==> src/rtl/miner_round_timer.sv <==
// miner_round_timer
// Round / timeout counter for the miner core. Counts prescaled ticks up to a
// rollover value latched on start, in periodic or one-shot mode, with pause,
// stop, a done pulse on each terminal count, busy status and a config error pulse.

module miner_round_timer #(
    parameter int CNT_WIDTH = 7,
    parameter int PRE_WIDTH = 4
) (
    input  logic                 clk,
    input  logic                 n_rst,
    input  logic                 start,
    input  logic                 stop,
    input  logic                 pause,
    input  logic                 oneshot,
    input  logic [CNT_WIDTH-1:0] rollover_val,
    input  logic [PRE_WIDTH-1:0] prescale_val,
    output logic [CNT_WIDTH-1:0] count,
    output logic                 rollover_flag,
    output logic                 done,
    output logic                 busy,
    output logic                 err
);

    typedef enum logic [1:0] {
        ST_IDLE = 2'd0,
        ST_RUN  = 2'd1,
        ST_DONE = 2'd2
    } state_t;

    localparam logic [CNT_WIDTH-1:0] CNT_ONE = {{(CNT_WIDTH-1){1'b0}}, 1'b1};

    state_t               state, state_nxt;
    logic [CNT_WIDTH-1:0] count_nxt;
    logic [CNT_WIDTH-1:0] rollover_lat, rollover_lat_nxt;
    logic [PRE_WIDTH-1:0] pre, pre_nxt;
    logic [PRE_WIDTH-1:0] pre_lat, pre_lat_nxt;
    logic                 mode_lat, mode_lat_nxt;
    logic                 done_nxt;
    logic                 err_nxt;
    logic                 busy_nxt;

    // State, counters, latched configuration and registered flags.
    always_ff @(posedge clk or negedge n_rst) begin
        if (!n_rst) begin
            state        <= ST_IDLE;
            count        <= '0;
            pre          <= '0;
            rollover_lat <= '0;
            pre_lat      <= '0;
            mode_lat     <= 1'b0;
            done         <= 1'b0;
            busy         <= 1'b0;
            err          <= 1'b0;
        end else begin
            state        <= state_nxt;
            count        <= count_nxt;
            pre          <= pre_nxt;
            rollover_lat <= rollover_lat_nxt;
            pre_lat      <= pre_lat_nxt;
            mode_lat     <= mode_lat_nxt;
            done         <= done_nxt;
            busy         <= busy_nxt;
            err          <= err_nxt;
        end
    end

    // Next-state logic: stop beats start, start beats any pending tick, and
    // ticks only happen in RUN on unpaused cycles when the prescaler wraps.
    always_comb begin
        state_nxt        = state;
        count_nxt        = count;
        pre_nxt          = pre;
        rollover_lat_nxt = rollover_lat;
        pre_lat_nxt      = pre_lat;
        mode_lat_nxt     = mode_lat;
        done_nxt         = 1'b0;
        err_nxt          = 1'b0;

        if (stop) begin
            state_nxt = ST_IDLE;
            count_nxt = '0;
            pre_nxt   = '0;
        end else if (start) begin
            count_nxt = '0;
            pre_nxt   = '0;
            if (rollover_val == '0) begin
                // A zero terminal count can never be reached: refuse to run.
                err_nxt   = 1'b1;
                state_nxt = ST_IDLE;
            end else begin
                rollover_lat_nxt = rollover_val;
                pre_lat_nxt      = prescale_val;
                mode_lat_nxt     = oneshot;
                state_nxt        = ST_RUN;
            end
        end else if (state == ST_RUN && !pause) begin
            if (pre == pre_lat) begin
                pre_nxt = '0;
                // Wrap to 1, not 0: count never returns to 0 while running.
                if (count == rollover_lat) begin
                    count_nxt = CNT_ONE;
                end else begin
                    count_nxt = count + CNT_ONE;
                end
                if (count_nxt == rollover_lat) begin
                    done_nxt = 1'b1;
                    if (mode_lat) begin
                        state_nxt = ST_DONE;
                    end
                end
            end else begin
                pre_nxt = pre + {{(PRE_WIDTH-1){1'b0}}, 1'b1};
            end
        end

        busy_nxt = (state_nxt == ST_RUN);
    end

    // Terminal-count indication, suppressed while idle.
    assign rollover_flag = (state != ST_IDLE) && (count == rollover_lat);

endmodule

==> config.mk <==
export PLATFORM = sky130hd
export DESIGN_NAME = miner_round_timer
export DESIGN_NICKNAME = d
export VERILOG_FILES = /design/src/rtl/miner_round_timer.sv
export SDC_FILE = /design/constraint.sdc
export NUM_CORES = 1
export LEC_CHECK = 0
export BUFFER_PORTS_ARGS = -buffer_cell sky130_fd_sc_hd__clkbuf_2
export CORE_UTILIZATION = 55
export DETAILED_ROUTE_END_ITERATION = 10
export MAX_ROUTING_LAYER = met4
export PLACE_DENSITY_LB_ADDON = 0.08
export SLEW_MARGIN = 20
export SYNTH_ARGS = -nofsm -noshare
export SYNTH_HDL_FRONTEND = slang
export SYNTH_SLANG_ARGS = --single-unit
export TNS_END_PERCENT = 5
==> constraint.sdc <==
create_clock -name clk -period 2.4 [get_ports clk]
set_input_delay 0.12 -clock clk [delete_from_list [all_inputs] [get_ports clk]]
set_output_delay 0.12 -clock clk [all_outputs]
set_load 0.005 [all_outputs]
==> summary.md <==
| Metric | Value |
|---|---|
| Total GRT Usage | 0.267 |
| Commonest cells after routing, fill and taps aside | dfrtp_1, clkbuf_2, nor2_1, a21oi_1, xnor2_1 |
| Yosys warns | 0 |
| Syn Nets | 185 |
| Worst Setup End Kind | flop |
| Commonest non-fill, non-tap cell in the layout | dfrtp_1 |
| Gr ovfl total | 0 |
| Crit path arrival time | around 2.4 ns |
| Mux cell area share after synthesis | 0.0689 |
| Placer Congestion | 0.977 |
| Clk_lat worst skew | 0.34 ns |
| # setup viols final | 0 |
| Initial antenna violation count | 0 |
| Cts bufs inserted | 3 |
| Finished Core Util | 0.665 |
| PD cells | 509 nW/µm² |
| R2R Path Start | count[1] |
| Cell Area, Synth | 1620 µm² |
| Post-DR wirelength/cell | about 16 µm |
| Max_cap viols | 0 |
| Crit path kind | reg2reg |
| Fillers | 223 |
| Worst Clk Skew | 0.00144 ns |
| Max Slew Vio Count | 0 |
| Vias in the first global route | 1,431 |
| Power, Total | 0.000941 W |
| Clock sinks | 28 |
| Via/cell ratio | 6.17 |
| RSZ-0062 raised after global routing | false |
| CTS hold repair buffers | 3 |
| VDD IR-drop max | 0.416 mV |
| Die height | approximately 56 µm |
| Mapped Cells | 166 |
| CTS tree | done |
| Post-synthesis compound-gate area fraction | 0.146 |
| Average size of a mapped cell | 9.74 µm² |
| Netlist cell types | 45 |
| Adder-cell share of the synthesized area | 0.0155 |
| Slowest CP cell | dfrtp_1 |
| Simple-gate share of the synthesized area | 0.236 |
| Final hold violations | 0 |
| Register area | 701 µm² |
| Worst slew pin tran | a little under 0.7 ns |
| Routed WL | 3710 µm |
| Fin Hold WS | 0.0000869 ns |
| CP Launch Type | flop |
| Layout cells sized above 1 | 0.209 |
| Hold path start | rollover_val[2] |
| Hold path endpoint | rollover_lat[2] |
| Num ports | 28 |
| Worst-path clk slew | roughly 0.15 ns |
| Tmin final | 2.19 ns |
| Worst hold path stage count | 2 |
| Placed Instances | 219 |
| Post-route insts no fill | about 230 |
| R2R Setup Slk | 0.21 ns |
| R2R depth | 7 |
| Initial Utilization | 0.581 |
| Max transition margin | 0.549 |
| Pin count of the biggest net entering global routing | 29 |
| # nets final | 216 |
| Main combinational cell family by area after synthesis | simple AND/OR/NAND/NOR gates |
| Req. time, crit path | between 2 and 3 ns |
| Critical path fanouts, max | 6 |
| Final period util | 0.911 |
| Sum Neg Setup Slack | 0 ns |
| Clock Tree Buf Depth | 2 |
| Area of the multi-input gates | between 800 and 900 µm² |
| Port Buffers | 27 |
| Final ANT Viol Nets | 0 |
| Outcome | finished, final reports clean |
| P_leak | 0.786 nW |
| DRC Markers | 0 |
| Critical R2R Capture | busy |
| Root Buffer | clkbuf_4 |
| #FFs+latches synth | 28 |
| Die width | ~56 µm |
| Syn-to-layout area delta | 14.5% |
| Core ar. | 2780 µm² |
| Worst Hold Class | in2reg |
| FP Rows | 19 |
| XOR/XNOR Fraction of Synth Area | 0.0813 |
| CTS resizes | 0 |
| DR vias | 1,401 |
| Area of the die | 3160 µm² |
| CP cell instances | ha_1 > nand2_1 > or3_1 > and3_1 > nor4b_2 > and4_1 > a211oi_1 |
| Inserted Diodes | 0 |
| First-pass GRT wire length | between 6000 and 7000 µm |
| Seq/Total Area, Yosys | 0.433 |
| Post CTS Setup Buffer Count | 0 |
| First-pass detailed-route iteration total | 5 |
| Iteration-0 DRC Markers | 73 |
| H-tree Lvls | 1 |
| Placed wire-length estimate | 2730 µm |
| Max incr delay on CP | 0.51 ns |
| F_max | ~0.46 GHz |
==> synth_stat cells (all sizes together) <==
master  count  area share
a41o        1      0.0062
xor2        2       0.011
nor4b       2       0.015
o32ai       1       0.010
clkbuf      5       0.012
a21o        3       0.014
o21ai       8       0.025
a31oi       1      0.0039
and2        2      0.0077
inv         2      0.0046
buf         1      0.0031
and4        3       0.016
nor3b       2      0.0093
dfrtp      28        0.43
o22ai       1      0.0039
a22oi       1      0.0046
nand2       9       0.021
nand4       4       0.015
nor4        2      0.0077
or2         3       0.012
a211oi      2      0.0093
a21oi      15       0.046
nand3b      5       0.023
xnor2      13       0.070
mux2i       1      0.0062
and3b       1      0.0054
ha          2       0.015
mux2        9       0.063
nand3       5       0.019
o211ai      1      0.0046
and3        2      0.0077
nor2b       4       0.015
nand2b      2      0.0077
a2111o      1      0.0070
o22a        1      0.0054
o221ai      1      0.0054
nor3        2      0.0062
or3         2      0.0077
nor2       15       0.035
or3b        1      0.0054
==> stage by stage <==
stage	setup WS, ns	cell area (µm²)
2_1_floorplan	0.468	1620
3_3_place_gp	0.335	1770
3_5_place_dp	0.268	1770
4_1_cts	0.236	1840
5_1_grt	0.0826	1850
6_report	0.213	1850
==> layer usage <==
metal  wire length, µm  vias to the layer above  track usage
met5                 0                        -            -
met4                78                        0       0.0906
met3               212                       11       0.0256
met2              1790                       59        0.439
met1              1630                      666        0.347
li1                  -                      665            -
==> worst max-delay path: cells and delay by family, from the launching register on <==
kind / cells / cell delay (ns)
DFF: 1 / 0.51
AOI/OAI and AO/OA: 1 / 0.09
adders and majority gates: 1 / 0.31
and+or+nand+nor: 5 / 1.18
==> cell families after synthesis <==
group | after synthesis
fa+ha+maj | 2
xor+xnor | 15
simple gates | 66
compound gates | 37
buf+inv | 8
flops | 28
mux | 10
==> cell type report <==
type,instances,share of cell area
Multi-Input combinational cell,130,0.478
Clock buffer,4,0.0196
Tap cell,31,0.0210
Sequential cell,28,0.379
Timing Repair Buffer,32,0.0987
Inverter,2,0.00406
==> how the worst max path moves through the flow <==
| stage | start | end | slack, ns | depth (start not counted) |
|---|---|---|---|---|
| 2_1_floorplan | count[0] | busy | 0.47 | 7 |
| 3_3_place_gp | count[1] | busy | 0.33 | 7 |
| 3_5_place_dp | count[0] | busy | 0.27 | 7 |
| 4_1_cts | count[0] | busy | 0.24 | 7 |
| 5_1_grt | count[0] | done | 0.08 | 7 |
| 6_report | count[1] | busy | 0.21 | 7 |
==> state kept, by name, indices dropped and copies added (netlist names) <==
signal        flops
count             7
rollover_lat      7
pre               4
pre_lat           4
state             2
busy              1
done              1
err               1
mode_lat          1
==> power by group <==
group / internal (W) / switching, W
clock: 0.0000932 / 0.000148
sequential: 0.000504 / 0.0000358
combinational: 0.0000783 / 0.0000821
total: 0.000676 / 0.000266
Note: power is estimated with default switching activity, not from simulation.
